## config.mk

```make
export PLATFORM = sky130hd
export DESIGN_NAME = pc_sequencer
export DESIGN_NICKNAME = d
export VERILOG_FILES = /design/src/rtl/pc_seq_pkg.sv /design/src/rtl/npc.sv /design/src/rtl/pc_sequencer.sv
export SDC_FILE = /design/constraint.sdc
export NUM_CORES = 1
export LEC_CHECK = 0
export ABC_AREA = 1
export CAP_MARGIN = 20
export CORE_UTILIZATION = 25
export CTS_BUF_LIST = sky130_fd_sc_hd__clkbuf_8
export DETAILED_ROUTE_END_ITERATION = 16
export PLACE_DENSITY = 0.58
export RECOVER_POWER = 25
export SETUP_SLACK_MARGIN = 0.2
export SYNTH_ARGS = -nofsm -noshare
export SYNTH_HDL_FRONTEND = slang
export SYNTH_SLANG_ARGS = --single-unit
```

## constraint.sdc

```tcl
create_clock -name clk -period 3.06 [get_ports clk]
set_clock_uncertainty 0.1 [all_clocks]
set_input_delay 0.459 -clock clk [delete_from_list [all_inputs] [get_ports clk]]
set_output_delay 0.459 -clock clk [all_outputs]
set_load 0.03 [all_outputs]
```

## src/rtl/pc_seq_pkg.sv

```systemverilog
// Shared state type and default constants for the instruction-fetch sequencer.
package pc_seq_pkg;

  typedef enum logic [1:0] {
    IDLE,
    FETCH,
    EXEC,
    ERR
  } state_t;

  localparam logic [31:0]  DEF_RESET_PC = 32'h0000_3000;
  localparam logic [31:0]  DEF_EXC_PC   = 32'h0000_4180;
  localparam int unsigned  DEF_TIMEOUT  = 16;

  // Wide enough to hold 0..timeout inclusive.
  function automatic int unsigned cnt_width(input int unsigned timeout);
    return $clog2(timeout + 1);
  endfunction

  localparam int unsigned CNT_W = cnt_width(DEF_TIMEOUT);

endpackage

```

## src/rtl/npc.sv

```systemverilog
// Combinational next-PC selection: jump, then taken branch, then sequential.
module npc (
  input  logic [31:0] pc,
  input  logic [31:0] b,
  input  logic [25:0] j,
  input  logic        branch,
  input  logic        aluzero,
  input  logic        jump,
  output logic [31:0] nextpc
);

  logic [31:0] pc4;

  assign pc4 = pc + 32'd4;

  always_comb begin
    nextpc = pc4;
    if (jump)
      nextpc = {pc4[31:28], j, 2'b00};
    else if (branch && aluzero)
      nextpc = b;
  end

endmodule

```

## src/rtl/pc_sequencer.sv

```systemverilog
// Instruction-fetch sequencer: PC register, imem handshake, fetch timeout.
// Optional alignment redirect enabled by defining PC_SEQ_ALIGN_CHECK_EN.
module pc_sequencer
  import pc_seq_pkg::*;
#(
  parameter logic [31:0] RESET_PC = DEF_RESET_PC,
  parameter logic [31:0] EXC_PC   = DEF_EXC_PC,
  parameter int unsigned TIMEOUT  = DEF_TIMEOUT
) (
  input  logic        clk,
  input  logic        rst_n,
  output logic        imem_req,
  output logic [31:0] imem_addr,
  input  logic        imem_ack,
  input  logic [31:0] imem_rdata,
  output logic        instr_valid,
  output logic [31:0] instr,
  input  logic        ex_done,
  input  logic        branch,
  input  logic        aluzero,
  input  logic        jump,
  input  logic [31:0] b,
  input  logic [25:0] j,
  input  logic        halt,
  output logic [31:0] pc,
  output logic        err,
  output logic        misalign,
  output logic [31:0] epc
);

  localparam int unsigned    CW   = cnt_width(TIMEOUT);
  localparam logic [CW-1:0]  LAST = CW'(TIMEOUT - 1);

  state_t        state, state_n;
  logic [CW-1:0] cnt;
  logic [31:0]   nextpc;
  logic [31:0]   load_pc;
  logic          retire;

  npc u_npc (
    .pc      (pc),
    .b       (b),
    .j       (j),
    .branch  (branch),
    .aluzero (aluzero),
    .jump    (jump),
    .nextpc  (nextpc)
  );

  assign retire    = (state == EXEC) && ex_done;
  assign imem_addr = imem_req ? pc : '0;

  always_comb begin
    state_n     = state;
    imem_req    = 1'b0;
    instr_valid = 1'b0;
    err         = 1'b0;
    case (state)
      IDLE:  if (!halt) state_n = FETCH;
      FETCH: begin
        imem_req = 1'b1;
        // A late ack on the final allowed cycle still completes the fetch.
        if (imem_ack)         state_n = EXEC;
        else if (cnt == LAST) state_n = ERR;
      end
      EXEC: begin
        instr_valid = 1'b1;
        if (ex_done) state_n = halt ? IDLE : FETCH;
      end
      ERR:     err = 1'b1;
      default: state_n = IDLE;
    endcase
  end

  always_ff @(posedge clk or negedge rst_n) begin
    if (!rst_n) state <= IDLE;
    else        state <= state_n;
  end

  always_ff @(posedge clk or negedge rst_n) begin
    if (!rst_n) begin
      cnt   <= '0;
      instr <= '0;
      pc    <= RESET_PC;
    end else begin
      if (state == FETCH) begin
        if (imem_ack) begin
          instr <= imem_rdata;
          cnt   <= '0;
        end else if (cnt != LAST) begin
          cnt <= cnt + CW'(1);
        end
      end
      if (retire) pc <= load_pc;
    end
  end

`ifdef PC_SEQ_ALIGN_CHECK_EN
  logic bad;

  assign bad     = |nextpc[1:0];
  assign load_pc = bad ? EXC_PC : nextpc;

  always_ff @(posedge clk or negedge rst_n) begin
    if (!rst_n) begin
      misalign <= 1'b0;
      epc      <= '0;
    end else begin
      misalign <= retire && bad;
      if (retire && bad) epc <= nextpc;
    end
  end
`else
  assign load_pc  = nextpc;
  assign misalign = 1'b0;
  assign epc      = '0;
`endif

endmodule

```

==> results by group <==
Flow run
  • MaxCap Viol Count: 1

Setup path
  • Startpoint types: register
  • RR Startpoint: state[1]
  • FF-to-FF path depth: 9
  • End point of the critical path: imem_addr[13]
  • Worst-path maximum fanout: 20
  • Reg2Reg Setup Slack: around 940 ps
  • Worst Path Arrival: roughly 2100 ps
  • WS Path Type: reg2out
  • CP Launch Point: state[1]
  • Crit path capture type: output port
  • R2R Path End: cnt[3]
  • Critical path required time: 2500 ps

Synthesis
  • Synthesis Warnings: 0
  • Post-Syn Area: ~4700 sq um
  • Post-synthesis cell type count: 42
  • Post-Syn Area per Cell: between 7 and 8 sq um
  • Sequential element share of the synthesized area: 0.376
  • Synthesized instance count: 617
  • Synth Register Bits: ~70

Timing
  • Peak Freq: 371 MHz
  • RSZ-0062 raised after global routing: false
  • Setup Viol. Count Final: 0
  • Period utilization: 0.881
  • Crit path time final: between 2000 and 3000 ps
  • Worst Max-Slew Pin Slew: about 1900 ps
  • Fin. Hold Viols: 0
  • Slew Viols, Final: 72
  • Setup TNS Final: 0 ps
  • Slew headroom: -0.238

Clocking
  • Root Buffer: clkbuf_8
  • Reg clk slew, reported paths: 80 ps
  • Clock Latency Late Sink: between 300 and 400 ps
  • Inserted Clock Buffers: 9
  • Htree depth: 3
  • Post_cts resized: 0
  • Setup Buffers After CTS: 0
  • CTS tree: built
  • Clock Sinks: between 70 and 80
  • Hold bufs inserted after CTS: 0
  • Clock buffer depth: 2

Routing
  • Routed Antenna Nets: 0
  • DRT Pass-1 Iters: 5
  • Final WL: roughly 16000 microns
  • Drc violations: 0
  • WL/cell: around 15 microns
  • Avg Vias per Cell: around 4.4
  • Vias after detailed routing: 4594
  • Starting DRT DRC Count: between 200 and 250

Placement
  • Port Buffers: between 150 and 200
  • Cells after DPL: 1027
  • DP Wirelength: between 10000 and 15000 microns
  • Placer Congestion: roughly 0.76

Power
  • P_leak: around 3.2 nW
  • Max VDD drop: roughly 0.54 mV
  • Tot Pwr: between 7 and 8 mW
  • PD cells: 999 nW/um^2

Layout
  • Share of cells above drive strength 1: 0.122
  • Area of the multi-input gates: roughly 2500 sq um
  • Nets: between 900 and 1000
  • Sequential cell area: ~1800 sq um
  • Area Growth Syn to Fin: 48.5%
  • Fillers: 1900
  • Non-Filler Instances: about 1000

Outcome
  • Status: finished, violations left
  • Failing checks: capacitance limit, slew limit

Die
  • DIE WIDTH: 140 microns
  • Starting Density: 0.259
  • DIE AREA: approximately 19000 sq um
  • Die Y: around 140 microns
  • Row Count: 49
  • Number of I/O pins: between 200 and 250
  • Total core area: 18300 sq um

GRT
  • Number of global-route vias before repair: 4572
  • Initial antenna violation count: 1
  • First-pass GRT wire length: about 25000 microns
  • Largest net degree at the start of global routing: 72
  • Total track usage: 0.168
  • Total grt overflow: 0

Hold path
  • Worst hold stages: 1
  • HP Class: reg2reg
-- how the worst min path moves through the flow --
stage                      endpoint      start
after CTS                  instr[0]      rst_n
after floorplan              cnt[0]      rst_n
final                     instr[19]  instr[19]
after global placement     instr[6]   instr[6]
after detailed placement   instr[2]   instr[2]
after global routing       instr[7]   instr[7]
-- cell families after synthesis --
kind of cell,after synthesis,share of synthesized area
and+or+nand+nor,314,0.301
buffers and inverters,125,0.131
DFF,71,0.376
AOI/OAI and AO/OA,63,0.0886
muxes,32,0.0761
adders and majority gates,8,0.0211
xor gates and xnor gates,3,0.00555
other,1,0.000792
-- flip-flops by register name (all words and copies together) (netlist names) --
| register | count |
|---|---|
| cnt | 5 |
| instr | 32 |
| pc | 32 |
| state | 2 |
-- area by class of cell --
| type | count | share of cell area |
|---|---|---|
| clock buffers | 10 | 0.0196 |
| well taps | 229 | 0.0408 |
| inverters | 72 | 0.0390 |
| multi-input cells | 453 | 0.350 |
| clock inverters | 6 | 0.0121 |
| flip-flops and latches | 71 | 0.253 |
| repair buffers | 202 | 0.285 |
| diodes | 1 | 0.000356 |
-- power by group --
part | switching, mW | total (mW) | internal, mW
registers | 0.536 | 1.93 | 1.39
clock network | 0.390 | 0.869 | 0.479
logic | 2.48 | 4.23 | 1.75
-- synth_stat cells (all sizes together) --
| cell | instances | area (sq um) |
|---|---|---|
| buf | 44 | 312 |
| dfstp | 2 | 52.6 |
| or2 | 4 | 25.0 |
| a22oi | 2 | 15.0 |
| clkbuf | 9 | 33.8 |
| ha | 8 | 100 |
| nor4 | 1 | 6.26 |
| nand4 | 4 | 25.0 |
| a31oi | 1 | 6.26 |
| dfrtp | 69 | 1730 |
| mux2 | 32 | 360 |
| a32o | 3 | 30.0 |
| xor2 | 3 | 26.3 |
| nand3b | 3 | 22.5 |
| inv | 70 | 265 |
| nor3 | 4 | 20.0 |
| clkinv | 2 | 8.75 |
| nand3 | 40 | 225 |
| a41oi | 2 | 17.5 |
| o22ai | 1 | 6.26 |
| o21ai | 18 | 90.1 |
| nand2 | 181 | 712 |
| o211ai | 5 | 42.5 |
| conb | 1 | 3.75 |
| a21oi | 18 | 97.6 |
| nor2 | 77 | 389 |
| a22o | 12 | 105 |
| a32oi | 1 | 8.76 |
-- metrics by stage --
step                area, sq um  setup WS, ps  hold slack (ps)   util
floorplan                  4850           928             63.4      -
global placement           6800           722              387  0.372
detailed placement         6800           667              392  0.372
CTS                        7020           260              177  0.384
global route               7020           219              414  0.384
finish                     7030           363              407  0.385
-- per-layer routing --
layer / wire length (microns) / part of all wire / global-route usage / up-vias
met5: 0 / 0 / 0 / -
met4: 144 / 0.0091 / 0.0422 / 0
met3: 1220 / 0.077 / 0.0420 / 11
met2: 7550 / 0.48 / 0.286 / 195
met1: 6940 / 0.44 / 0.212 / 2094
li1: - / - / - / 2294
-- layout by cell type, fill, tap and decap left out, types with 3 or more instances in the layout --
cell type	netlist	layout
mux2_2	32	32
nor2_4	11	11
dfrtp_1	69	69
a22o_1	12	12
o21ai_1	9	9
o21ai_0	9	9
clkbuf_8	0	10
inv_1	64	65
nand4_1	4	4
nand3_1	38	38
a21oi_1	16	16
nor2_1	59	59
a32o_1	3	3
buf_4	37	6
nand2_2	7	7
conb_1	1	33
nand2_1	172	172
nor3_1	4	4
nor2_2	7	7
xor2_1	3	3
ha_1	8	7
or2_2	3	3
o211ai_1	4	4
inv_2	5	5
nand3b_1	3	3
clkdlybuf4s50_1	0	194
-- critical path: stages (launching register included) --
cell and delay (ps):
dfrtp_1 430, inv_1 100, ha_2 170, buf_4 250
nand2_1 80, inv_1 60, clkdlybuf4s50_1 680
Note: power is estimated with default switching activity, not from simulation.
